## src/rtl/imm_ext_pkg.sv

```systemverilog
// Shared definitions for the immediate-extension unit: mode encodings,
// skid-buffer state type and a width-generic extend function.
package imm_ext_pkg;

    // Widest vector the extend function handles internally.
    localparam int unsigned EXT_MAX_W = 64;

    localparam logic [1:0] EXT_SIGN   = 2'b00;
    localparam logic [1:0] EXT_ZERO   = 2'b01;
    localparam logic [1:0] EXT_UPPER  = 2'b10;
    localparam logic [1:0] EXT_BRANCH = 2'b11;

    typedef enum logic [1:0] {
        SB_EMPTY = 2'b00,
        SB_MAIN  = 2'b01,
        SB_FULL  = 2'b10
    } skid_state_t;

    // Extends the low in_w bits of imm to out_w bits according to mode.
    // Bits at and above out_w in the result are always zero; callers
    // truncate to their own output width.
    function automatic logic [EXT_MAX_W-1:0] extend(
        input logic [EXT_MAX_W-1:0] imm,
        input int unsigned          in_w,
        input int unsigned          out_w,
        input int unsigned          br_shift,
        input logic [1:0]           mode
    );
        logic [EXT_MAX_W-1:0] low_mask;
        logic [EXT_MAX_W-1:0] out_mask;
        logic [EXT_MAX_W-1:0] zx;
        logic [EXT_MAX_W-1:0] sx;
        logic [EXT_MAX_W-1:0] res;
        low_mask = (EXT_MAX_W'(1) << in_w) - EXT_MAX_W'(1);
        out_mask = (EXT_MAX_W'(1) << out_w) - EXT_MAX_W'(1);
        zx       = imm & low_mask;
        sx       = imm[6'(in_w - 1)] ? (zx | ~low_mask) : zx;
        case (mode)
            EXT_SIGN:  res = sx;
            EXT_ZERO:  res = zx;
            EXT_UPPER: res = zx << (out_w - in_w);
            default:   res = sx << br_shift;
        endcase
        return res & out_mask;
    endfunction

endpackage

```

## src/rtl/imm_ext_pipe_skid_buf.sv

```systemverilog
// Generic 2-entry valid/ready skid buffer with registered in_ready.
// Ports: clk, rst_n (async active-low); in_valid/in_ready/in_data upstream;
// out_valid/out_ready/out_data downstream. out_data comes from the main
// entry; the skid entry only fills when main is held by backpressure.
module skid_buf
    import imm_ext_pkg::*;
#(
    parameter int unsigned DATA_W = 34
) (
    input  logic              clk,
    input  logic              rst_n,
    input  logic              in_valid,
    output logic              in_ready,
    input  logic [DATA_W-1:0] in_data,
    output logic              out_valid,
    input  logic              out_ready,
    output logic [DATA_W-1:0] out_data
);

    skid_state_t       state;
    skid_state_t       state_next;
    logic [DATA_W-1:0] skid_q;
    logic [DATA_W-1:0] main_next;
    logic [DATA_W-1:0] skid_next;
    logic              accept_c;
    logic              emit_c;

    assign accept_c = in_valid && in_ready;
    assign emit_c   = out_valid && out_ready;

    // State, storage and handshake flops.
    always_ff @(posedge clk or negedge rst_n) begin
        if (!rst_n) begin
            state     <= SB_EMPTY;
            out_data  <= '0;
            skid_q    <= '0;
            out_valid <= 1'b0;
            in_ready  <= 1'b0;
        end else begin
            state     <= state_next;
            out_data  <= main_next;
            skid_q    <= skid_next;
            out_valid <= (state_next != SB_EMPTY);
            in_ready  <= (state_next != SB_FULL);
        end
    end

    // Next-state and entry routing. An offer while FULL is ignored because
    // in_ready is already low in that state.
    always_comb begin
        state_next = state;
        main_next  = out_data;
        skid_next  = skid_q;
        unique case (state)
            SB_EMPTY: begin
                if (accept_c) begin
                    main_next  = in_data;
                    state_next = SB_MAIN;
                end
            end
            SB_MAIN: begin
                if (emit_c && accept_c) begin
                    main_next = in_data;
                end else if (emit_c) begin
                    state_next = SB_EMPTY;
                end else if (accept_c) begin
                    skid_next  = in_data;
                    state_next = SB_FULL;
                end
            end
            SB_FULL: begin
                if (emit_c) begin
                    main_next  = skid_q;
                    state_next = SB_MAIN;
                end
            end
            default: state_next = SB_EMPTY;
        endcase
    end

endmodule

```

## src/rtl/imm_ext_pipe.sv

```systemverilog
// Pipelined immediate-extension unit (sign / zero / upper / branch-offset).
// Ports: clk, rst_n (async active-low); in_valid/in_ready/in_imm/in_mode
// from decode; out_valid/out_ready/out_data/out_mode to the operand mux.
// The result is computed combinationally and only {mode, result} is stored.
module imm_ext_pipe
    import imm_ext_pkg::*;
#(
    parameter int unsigned IN_W     = 16,
    parameter int unsigned OUT_W    = 32,
    parameter int unsigned BR_SHIFT = 2
) (
    input  logic             clk,
    input  logic             rst_n,
    input  logic             in_valid,
    output logic             in_ready,
    input  logic [IN_W-1:0]  in_imm,
    input  logic [1:0]       in_mode,
    output logic             out_valid,
    input  logic             out_ready,
    output logic [OUT_W-1:0] out_data,
    output logic [1:0]       out_mode
);

    localparam int unsigned DATA_W = OUT_W + 2;

    // Reject parameter sets where the branch shift would lose bits.
    generate
        if ((IN_W == 0) || (OUT_W < IN_W + BR_SHIFT) || (OUT_W >= EXT_MAX_W)) begin : g_bad_params
            $error("imm_ext_pipe: need 0 < IN_W and IN_W + BR_SHIFT <= OUT_W < %0d", EXT_MAX_W);
        end
    endgenerate

    logic [OUT_W-1:0]  ext_c;
    logic [DATA_W-1:0] buf_in_c;
    logic [DATA_W-1:0] buf_out;

    assign ext_c    = OUT_W'(extend(EXT_MAX_W'(in_imm), IN_W, OUT_W, BR_SHIFT, in_mode));
    assign buf_in_c = {in_mode, ext_c};

    skid_buf #(
        .DATA_W (DATA_W)
    ) u_skid_buf (
        .clk       (clk),
        .rst_n     (rst_n),
        .in_valid  (in_valid),
        .in_ready  (in_ready),
        .in_data   (buf_in_c),
        .out_valid (out_valid),
        .out_ready (out_ready),
        .out_data  (buf_out)
    );

    assign out_data = buf_out[OUT_W-1:0];
    assign out_mode = buf_out[DATA_W-1 -: 2];

endmodule

```

## config.mk

```make
export PLATFORM = sky130hd
export DESIGN_NAME = imm_ext_pipe
export DESIGN_NICKNAME = d
export VERILOG_FILES = /design/src/rtl/imm_ext_pkg.sv /design/src/rtl/imm_ext_pipe_skid_buf.sv /design/src/rtl/imm_ext_pipe.sv
export SDC_FILE = /design/constraint.sdc
export NUM_CORES = 1
export LEC_CHECK = 0
export ABC_CLOCK_PERIOD_IN_PS = 3500
export CAP_MARGIN = 40
export CELL_PAD_IN_SITES_DETAIL_PLACEMENT = 1
export CELL_PAD_IN_SITES_GLOBAL_PLACEMENT = 1
export CORE_UTILIZATION = 25
export DETAILED_ROUTE_END_ITERATION = 10
export HOLD_SLACK_MARGIN = 0.02
export PLACE_DENSITY_LB_ADDON = 0.1
export SETUP_SLACK_MARGIN = 0.4
export SKIP_CTS_REPAIR_TIMING = 1
export SLEW_MARGIN = 15
export SYNTH_ARGS = -nofsm -noshare
export SYNTH_HDL_FRONTEND = slang
export SYNTH_SLANG_ARGS = --single-unit
```

## constraint.sdc

```tcl
create_clock -name clk -period 3.5 [get_ports clk]
set_clock_uncertainty 0.05 [all_clocks]
set_input_delay 0.35 -clock clk [delete_from_list [all_inputs] [get_ports clk]]
set_output_delay 0.35 -clock clk [all_outputs]
set_load 0.02 [all_outputs]
```

==> results of run 1 <==
## sequential cells by signal, summed over array words and instances, names as in the netlist
| name | cells |
|---|---|
| u_skid_buf.out_valid | 1 |
| u_skid_buf.state | 2 |
| u_skid_buf.in_ready | 1 |
| u_skid_buf.out_data | 34 |
| u_skid_buf.skid_q | 34 |
## cell type report
cell class | instances | area, µm² | share of cell area, %
Sequential cell | 72 | 1800 | 41.0
Inverter | 2 | 7.51 | 0.171
Clock buffer | 11 | 233 | 5.30
Tap cell | 176 | 220 | 5.01
Timing Repair Buffer | 66 | 671 | 15.3
Clock inverter | 4 | 70.1 | 1.59
Multi-Input combinational cell | 239 | 1390 | 31.7
## worst paths after layout
path / cells past startpoint / to / slack, ns / startpoint
max reg2reg: 5 / u_skid_buf.out_data[29] / 1.43 / u_skid_buf.state[1]
min reg2reg: 2 / u_skid_buf.skid_q[4] / 0.43 / u_skid_buf.skid_q[4]
max: 6 / u_skid_buf.out_data[29] / 1.42 / in_valid
min in group asynchronous: 2 / u_skid_buf.out_data[0] / 0.45 / rst_n
max in group asynchronous: 3 / u_skid_buf.skid_q[23] / 2.39 / rst_n
min: 2 / u_skid_buf.skid_q[4] / 0.43 / u_skid_buf.skid_q[4]
## where the power goes
group          internal, mW  switching [mW]
combinational         0.869           0.882
clock                 0.618           0.339
sequential             1.23           0.221
## through the flow
step | worst slack (ns) | utilization (%) | hold slack, ns | power [mW] | instances
after floorplan | 1.78 | - | 0.00441 | 2.63 | 337
after global placement | 1.07 | 30.6 | 0.409 | 3.18 | 552
after detailed placement | 1.03 | 30.8 | 0.263 | 3.24 | 553
after CTS | 1.38 | 33.1 | -0.0893 | 4.23 | 568
after global routing | 1.30 | 33.3 | 0.458 | 4.47 | 570
final | 1.42 | 33.3 | 0.431 | 4.16 | 570
## synth_stat cells, drive strengths merged
| cell type | instances |
|---|---|
| nand2 | 46 |
| o211ai | 1 |
| and3b | 1 |
| nand3 | 2 |
| nand2b | 2 |
| mux2 | 35 |
| clkbuf | 7 |
| dfrtp | 72 |
| nor2 | 43 |
| o31a | 1 |
| o21bai | 1 |
| a21o | 1 |
| xnor2 | 1 |
| o21ai | 25 |
| o21a | 1 |
| a31oi | 3 |
| nor2b | 16 |
| a22oi | 1 |
| a21oi | 56 |
| inv | 2 |
| buf | 17 |
| and3 | 1 |
| and2 | 1 |
| or2b | 1 |
## logic make-up (layout without fill, tap and decap cells)
group	after synthesis	after routing	share of synthesized area, %
AND/OR/NAND/NOR	113	113	14.7
AO/OA/AOI/OAI	90	90	14.5
XOR/XNOR	1	1	0.260
flip-flops	72	72	53.6
buffers and inverters	26	83	5.13
multiplexers	35	35	11.8
## critical path: cells and delay by family
kind                   cells  cell delay [ns]
buffers and inverters      2             0.71
and+or+nand+nor            1             0.26
muxes                      1             0.36
AOI/OAI and AO/OA          2             0.55
## layer usage
layer / up-vias / GRT usage (%) / share of wire (%)
li1: 1243 / - / -
met5: - / 0 / 0
met3: 10 / 2.18 / 2.1
met1: 1225 / 19.1 / 51
met4: 0 / 5.53 / 1.6
met2: 32 / 21.0 / 46
==> flow_summary.json, run 1 <==
{
  "drv_cap": 0,
  "max_slew_margin_pct": 48.1,
  "tritoncts": "done",
  "worstPathCellList": "clkdlybuf4s50_1, and3b_2, o21bai_4, o31a_2, buf_4, mux2_2",
  "drc": 0,
  "grt_usage_pct": 13.7,
  "nets": 412,
  "portBuffers": 57,
  "drv_slew": 0,
  "gr-total-overflow": 0,
  "htreeDepth": 3,
  "wl_um": 8790,
  "gp_congestion": 0.721,
  "final_common_cell": "dfrtp_1",
  "synth-seq-cells": 72,
  "path_class": "in -> reg",
  "post_dp_cell_area_um2": 4060,
  "synth_cell_types": 30,
  "ctsRootBufferMaster": "clkbuf_16",
  "dr_total_vias": 2510,
  "rsz0062_at_grt": "no",
  "slowest_stage": "clkdlybuf4s50_1",
  "grt_pass1_wl_um": 14600,
  "post-route-min-period_ns": 2.08,
  "grt_pass1_vias": 2676,
  "start_kind": "primary input",
  "clockBufferDepth": 2,
  "start_util_pct": 25.5,
  "wl_per_cell_um": 15.4,
  "post-route-period-util_pct": 59.5,
  "die_w_um": 118,
  "clock_latency_ns": 0.33,
  "rows": 42,
  "yosysSeqAreaShare_pct": 53.6,
  "critPathMaxStageDelay_ns": 0.42,
  "peakVddDrop_mv": 0.242,
  "setup_violations": 0,
  "yosys.area.top_type": "dfrtp_1",
  "drt_first_pass_iters": 4,
  "finalSetupTns_ns": 0,
  "ios": 58,
  "nFillCells": 1495,
  "grt_max_degree": 46,
  "cts.sink_count": 72,
  "hold_viol_final": 0,
  "numCtsBuffers": 9,
  "ant_nets": 0,
  "antenna_found_initial": 0,
  "cp.arrival_ns": 2.24,
  "fin_area_um2": 4390,
  "synth_warnings": 0,
  "postSynthAreaPerCell_um2": 9.98,
  "drive_gt1_share_pct": 16.5,
  "synthTopCellsByArea": "dfrtp_1, mux2_2, a21oi_1",
  "clk_pin_slew_worst_paths_ns": 0.06,
  "final_cell_mix": "dfrtp_1, clkdlybuf4s50_1, a21oi_1, nand2_1, nor2_1",
  "synth_fp_nets": 359,
  "worst_pin_slew_ns": 0.779,
  "yosys.area.top_type_share_pct": 53.6,
  "syn_to_final_growth_pct": 30.6,
  "place.detailed.hpwl_um": 6140,
  "via_per_inst": 4.40,
  "end_kind": "register",
  "diodes": 0,
  "power_density_nw_per_um2": 948,
  "syn_area_um2": 3360,
  "synth_cells": 337,
  "die_area_um2": 13900,
  "path_max_fanout": 12,
  "p_leak_nw": 1.87,
  "die_h_um": 118,
  "max_freq_mhz": 480,
  "status": "finished, final reports clean",
  "required_ns": 3.66,
  "core_um2": 13200,
  "hp-class": "reg -> reg",
  "drtIter0Drc": 100
}
Note: power is estimated with default switching activity, not from simulation.
==> run 2: changes to the inputs <==
--- a/config.mk
+++ b/config.mk
@@ -5,7 +5,7 @@
 export SDC_FILE = /design/constraint.sdc
 export NUM_CORES = 1
 export LEC_CHECK = 0
-export ABC_CLOCK_PERIOD_IN_PS = 3500
+export ABC_CLOCK_PERIOD_IN_PS = 2000
 export CAP_MARGIN = 40
 export CELL_PAD_IN_SITES_DETAIL_PLACEMENT = 1
 export CELL_PAD_IN_SITES_GLOBAL_PLACEMENT = 1
==> constraint.sdc (replaced) <==
create_clock -name clk -period 2 [get_ports clk]
set_clock_uncertainty 0.05 [all_clocks]
set_input_delay 0.2 -clock clk [delete_from_list [all_inputs] [get_ports clk]]
set_output_delay 0.2 -clock clk [all_outputs]
set_load 0.02 [all_outputs]
==> run 2 against run 1 <==
  * Largest cell class unchanged
  * Design area grew 9.4%
  * First-iteration DRC count rose by 17%
  * Global-route usage rose by 0.29 points
  * Critical path type is now reg -> reg
  * Via count is 8.2% higher
  * Combinational power increased by 120%
  * Routed wire length up 14%
  * Sequential power grew 75%
  * Total power rose by 92%
  * Clock power is 75% higher
  * Sequential share of layout area decreased by 3.4 points
  * Utilization increased by 3.1 points
==> flow_summary.json, run 2 (synthesis gave the netlist of run 1 again) <==
{
  "drc": 0,
  "max_freq_mhz": 589,
  "ctsRootBufferMaster": "clkbuf_16",
  "grt_usage_pct": 14.0,
  "multi_input_area_um2": 1470,
  "via_per_inst": 4.58,
  "drtIter0Drc": 117,
  "hp-class": "in -> async",
  "final_core_util_pct": 36.4,
  "post-route-period-util_pct": 84.9,
  "top_regs": "u_skid_buf.out_data x34, u_skid_buf.skid_q x34, u_skid_buf.state x2",
  "final_cells": 593,
  "rows": 42,
  "nFillCells": 1463,
  "drt_first_pass_iters": 4,
  "drv_slew": 0,
  "die_w_um": 118,
  "internal_power_mw": 5.20,
  "final_common_cell": "dfrtp_1",
  "syn_to_final_growth_pct": 42.8,
  "hold_viol_final": 0,
  "clockBufferDepth": 2,
  "end_kind": "register",
  "ant_nets": 0,
  "cts.sink_count": 72,
  "grt_max_degree": 44,
  "post_dp_cell_area_um2": 4180,
  "die_h_um": 118,
  "clock_latency_ns": 0.34,
  "clk_pin_slew_worst_paths_ns": 0.06,
  "status": "finished, final reports clean",
  "sw_frac_of_total_pct": 35.0,
  "numCtsBuffers": 9,
  "wl_um": 10000,
  "final_cell_mix": "dfrtp_1, a21oi_1, clkdlybuf4s50_1, nand2_1, nor2_1",
  "start_util_pct": 25.5,
  "dp.cells": 560,
  "p_leak_nw": 2.17,
  "die_area_um2": 13900,
  "cp.arrival_ns": 1.87,
  "antenna_found_initial": 0,
  "gp_congestion": 0.706,
  "path_max_fanout": 15,
  "p_clk_share_pct": 20.9,
  "seq_area_um2": 1810,
  "rsz0062_at_grt": "yes",
  "p_seq_share_pct": 32.0,
  "fin_area_um2": 4810,
  "worst_pin_slew_ns": 0.419,
  "ios": 58,
  "grt_pass1_vias": 2727,
  "drive_gt1_share_pct": 23.5,
  "max_slew_margin_pct": 71.8,
  "gr-total-overflow": 0,
  "comb_power_share_pct": 47.1,
  "start_kind": "register",
  "setup_violations": 0,
  "grt_pass1_wl_um": 15000,
  "portBuffers": 57,
  "drv_cap": 0,
  "wl_per_cell_um": 16.9,
  "htreeDepth": 3,
  "power_density_nw_per_um2": 1660,
  "path_class": "reg -> reg",
  "place.detailed.hpwl_um": 6220,
  "p_switching_mw": 2.79,
  "post-route-min-period_ns": 1.70,
  "required_ns": 2.17,
  "diodes": 0,
  "tritoncts": "done",
  "nets": 434,
  "core_um2": 13200,
  "dr_total_vias": 2717,
  "peakVddDrop_mv": 0.518
}
==> run 2: critical path, cell delays in order (launching register included) <==
cell and delay [ns]:
dfrtp_2 0.39, and3b_2 0.25, o21bai_4 0.13, o31a_4 0.23
buf_12 0.17, mux2_2 0.34
==> run 2: worst paths after layout <==
| path | from | end | slack, ns | cells after the start |
|---|---|---|---|---|
| setup / recovery | u_skid_buf.state[1] | u_skid_buf.out_data[5] | 0.30 | 5 |
| hold / removal | rst_n | u_skid_buf.skid_q[1] | 0.27 | 2 |
| hold reg to reg | u_skid_buf.skid_q[33] | u_skid_buf.skid_q[33] | 0.43 | 2 |
| min in group clk | u_skid_buf.skid_q[33] | u_skid_buf.skid_q[33] | 0.43 | 2 |
| setup reg to reg | u_skid_buf.state[1] | u_skid_buf.out_data[5] | 0.30 | 5 |
| max in group asynchronous | rst_n | u_skid_buf.state[1] | 1.07 | 3 |
==> run 2: layout make-up <==
class                           count  area share (%)
Clock buffer                       11            5.26
Clock inverter                      5            1.15
Inverter                            2           0.156
Multi-Input combinational cell    239            30.7
Sequential cell                    72            37.6
Tap cell                          176            4.58
Timing Repair Buffer               88            20.6
==> run 2: metrics by stage <==
step	setup WS, ns	hold slack, ns	TNS (ns)	total power, mW
CTS	0.240	-0.268	0	7.55
global placement	-0.0213	0.0951	-0.0213	5.78
floorplan	0.299	-0.146	0	4.63
finish	0.302	0.273	0	7.99
global route	0.232	0.307	0	8.52
detailed placement	-0.0247	0.0963	-0.0605	5.84
==> run 2: power by group through the flow <==
stage / clock network [mW] / logic, mW / registers (mW)
6_report: 1.67 / 3.77 / 2.56
5_1_grt: 1.77 / 4.09 / 2.66
3_3_place_gp: 0 / 3.24 / 2.54
2_1_floorplan: 0 / 1.69 / 2.93
3_5_place_dp: 0 / 3.28 / 2.56
4_1_cts: 1.72 / 3.28 / 2.55
==> run 2: metal layers <==
| layer | vias to the layer above | track usage, % | part of all wire [%] |
|---|---|---|---|
| met4 | 0 | 6.49 | 1.9 |
| met1 | 1373 | 20.2 | 49 |
| met5 | - | 0 | 0 |
| li1 | 1285 | - | - |
| met2 | 45 | 20.0 | 46 |
| met3 | 14 | 2.52 | 2.9 |
==> run 3: changes to the inputs <==
--- a/config.mk
+++ b/config.mk
@@ -5,7 +5,7 @@
 export SDC_FILE = /design/constraint.sdc
 export NUM_CORES = 1
 export LEC_CHECK = 0
-export ABC_CLOCK_PERIOD_IN_PS = 2000
+export ABC_CLOCK_PERIOD_IN_PS = 1630
 export CAP_MARGIN = 40
 export CELL_PAD_IN_SITES_DETAIL_PLACEMENT = 1
 export CELL_PAD_IN_SITES_GLOBAL_PLACEMENT = 1
==> constraint.sdc (replaced) <==
create_clock -name clk -period 1.63 [get_ports clk]
set_clock_uncertainty 0.05 [all_clocks]
set_input_delay 0.163 -clock clk [delete_from_list [all_inputs] [get_ports clk]]
set_output_delay 0.163 -clock clk [all_outputs]
set_load 0.02 [all_outputs]
==> run 3 against run 2 <==
  * Via count decreased by 3.0%
  * Largest power group unchanged
  * The run now ends with setup timing left
  * Combinational power increased by 11%
  * Flip-flop and latch count unchanged
  * Final cell count increased by 0.51%
  * Non-clock buffer count increased by 3
  * First-iteration DRC count decreased by 39%
==> flow_summary.json, run 3 (synthesis gave the netlist of run 1 again) <==
{
  "drive_gt1_share_pct": 22.9,
  "nFillCells": 1476,
  "clk_pin_slew_worst_paths_ns": 0.06,
  "final_common_cell": "dfrtp_1",
  "drc": 0,
  "slowest_stage": "dfrtp_1",
  "critPathMaxStageDelay_ns": 0.37,
  "portBuffers": 57,
  "cts.sink_count": 72,
  "die_w_um": 118,
  "start_util_pct": 25.5,
  "place_ws_ns": -0.258,
  "hold_viol_final": 0,
  "die_area_um2": 13900,
  "rsz0062_at_grt": "yes",
  "core_um2": 13200,
  "grt_pass1_vias": 2763,
  "clockBufferDepth": 2,
  "gr-total-overflow": 0,
  "rows": 42,
  "wl_um": 8930,
  "dp.cells": 579,
  "hp-class": "in -> async",
  "internal_power_mw": 6.35,
  "max_freq_mhz": 611,
  "path_max_fanout": 16,
  "crit_family": "flip-flops",
  "violations": "setup timing",
  "grt_pass1_wl_um": 14900,
  "ctsRootBufferMaster": "clkbuf_16",
  "final_cell_mix": "dfrtp_1, a21oi_1, nand2_1, nor2_1, dlymetal6s2s_1",
  "required_ns": 1.80,
  "finalSetupTns_ns": -0.0224,
  "max_slew_margin_pct": 74.5,
  "p_leak_nw": 2.47,
  "nets": 437,
  "diodes": 0,
  "htreeDepth": 3,
  "final_cells": 596,
  "peakVddDrop_mv": 0.644,
  "end_kind": "register",
  "grt_max_degree": 40,
  "path_class": "reg -> reg",
  "p_switching_mw": 3.20,
  "wl_per_cell_um": 15.0,
  "ant_nets": 0,
  "drtIter0Drc": 71,
  "worst_pin_slew_ns": 0.383,
  "layout_setup_ws_ns": -0.00668,
  "top_regs": "u_skid_buf.out_data x34, u_skid_buf.skid_q x34, u_skid_buf.state x2",
  "antenna_found_initial": 0,
  "drt_first_pass_iters": 4,
  "worstPathCellList": "and3b_2, o21bai_4, o31a_4, buf_12, mux2_2",
  "post-route-period-util_pct": 100,
  "status": "finished, violations left",
  "post-route-min-period_ns": 1.64,
  "power_density_nw_per_um2": 1970,
  "die_h_um": 118,
  "tritoncts": "done",
  "sw_frac_of_total_pct": 33.5,
  "drv_slew": 0,
  "grt_usage_pct": 14.0,
  "via_per_inst": 4.42,
  "p_seq_share_pct": 32.3,
  "cp_num_buf_inv": 1,
  "syn_to_final_growth_pct": 43.7,
  "gp_congestion": 0.734,
  "drv_cap": 0,
  "cp.arrival_ns": 1.80,
  "ios": 58,
  "numCtsBuffers": 9,
  "clock_latency_ns": 0.33,
  "place.detailed.hpwl_um": 6360,
  "comb_power_share_pct": 43.7,
  "start_kind": "register",
  "p_clk_share_pct": 24.1,
  "dr_total_vias": 2636,
  "setup_violations": 6
}
## run 3: changes by cell type in the layout (fill, tap and decap cells not counted), sizes merged
cell / previous run / this run
clkinvlp: 2 / 0
buf: 26 / 35
bufinv: 1 / 3
dlymetal6s2s: 7 / 34
clkdlybuf4s50: 49 / 21
clkbuf: 16 / 11
## run 3: final cells by class
class	instances	area (µm²)	share of cell area [%]
inverters	2	7.51	0.155
clock inverters	5	104	2.15
repair buffers	91	1030	21.3
well taps	176	220	4.55
clock buffers	11	243	5.02
flip-flops and latches	72	1800	37.3
multi-input cells	239	1430	29.6
## run 3: worst paths after layout
| check | slack, ns | cells past startpoint | from | end |
|---|---|---|---|---|
| worst max-delay path | -0.007 | 5 | u_skid_buf.state[1] | u_skid_buf.out_data[7] |
| worst min-delay path | 0.21 | 2 | rst_n | u_skid_buf.skid_q[0] |
| worst max register to register | -0.007 | 5 | u_skid_buf.state[1] | u_skid_buf.out_data[7] |
| worst min register to register | 0.43 | 2 | u_skid_buf.skid_q[7] | u_skid_buf.skid_q[7] |
| max in group asynchronous | 0.75 | 3 | rst_n | u_skid_buf.out_data[26] |
| min in group clk | 0.43 | 2 | u_skid_buf.skid_q[7] | u_skid_buf.skid_q[7] |
## run 3: worst reg2reg max path, cell delays in order, from the launching register on
cell and delay [ns]:
dfrtp_1 0.37, and3b_2 0.26, o21bai_4 0.13, o31a_4 0.19, buf_12 0.17, mux2_2 0.35
## run 3: per-stage QoR
stage	hold WS [ns]	utilization (%)	area [µm²]	power [mW]
2_1_floorplan	-0.183	-	3390	5.70
3_3_place_gp	0.0266	33.1	4360	7.26
3_5_place_dp	0.0246	33.1	4360	7.35
4_1_cts	-0.337	35.7	4710	9.72
5_1_grt	0.236	36.7	4840	10.2
6_report	0.208	36.7	4840	9.55
## run 3: metal layers
| layer | GRT usage, % | vias up | wire length [µm] |
|---|---|---|---|
| met5 | 0 | - | 0 |
| met4 | 6.25 | 0 | 150 |
| met3 | 2.42 | 11 | 202 |
| met2 | 21.4 | 31 | 4170 |
| met1 | 19.2 | 1298 | 4400 |
| li1 | - | 1296 | - |
## run 3: power groups by stage
stage	clock (mW)	sequential (mW)	combinational [mW]
after floorplan	0	3.60	2.10
after global placement	0	3.09	4.17
after detailed placement	0	3.13	4.23
after CTS	2.36	3.10	4.25
after global routing	2.43	3.22	4.57
final	2.30	3.08	4.17
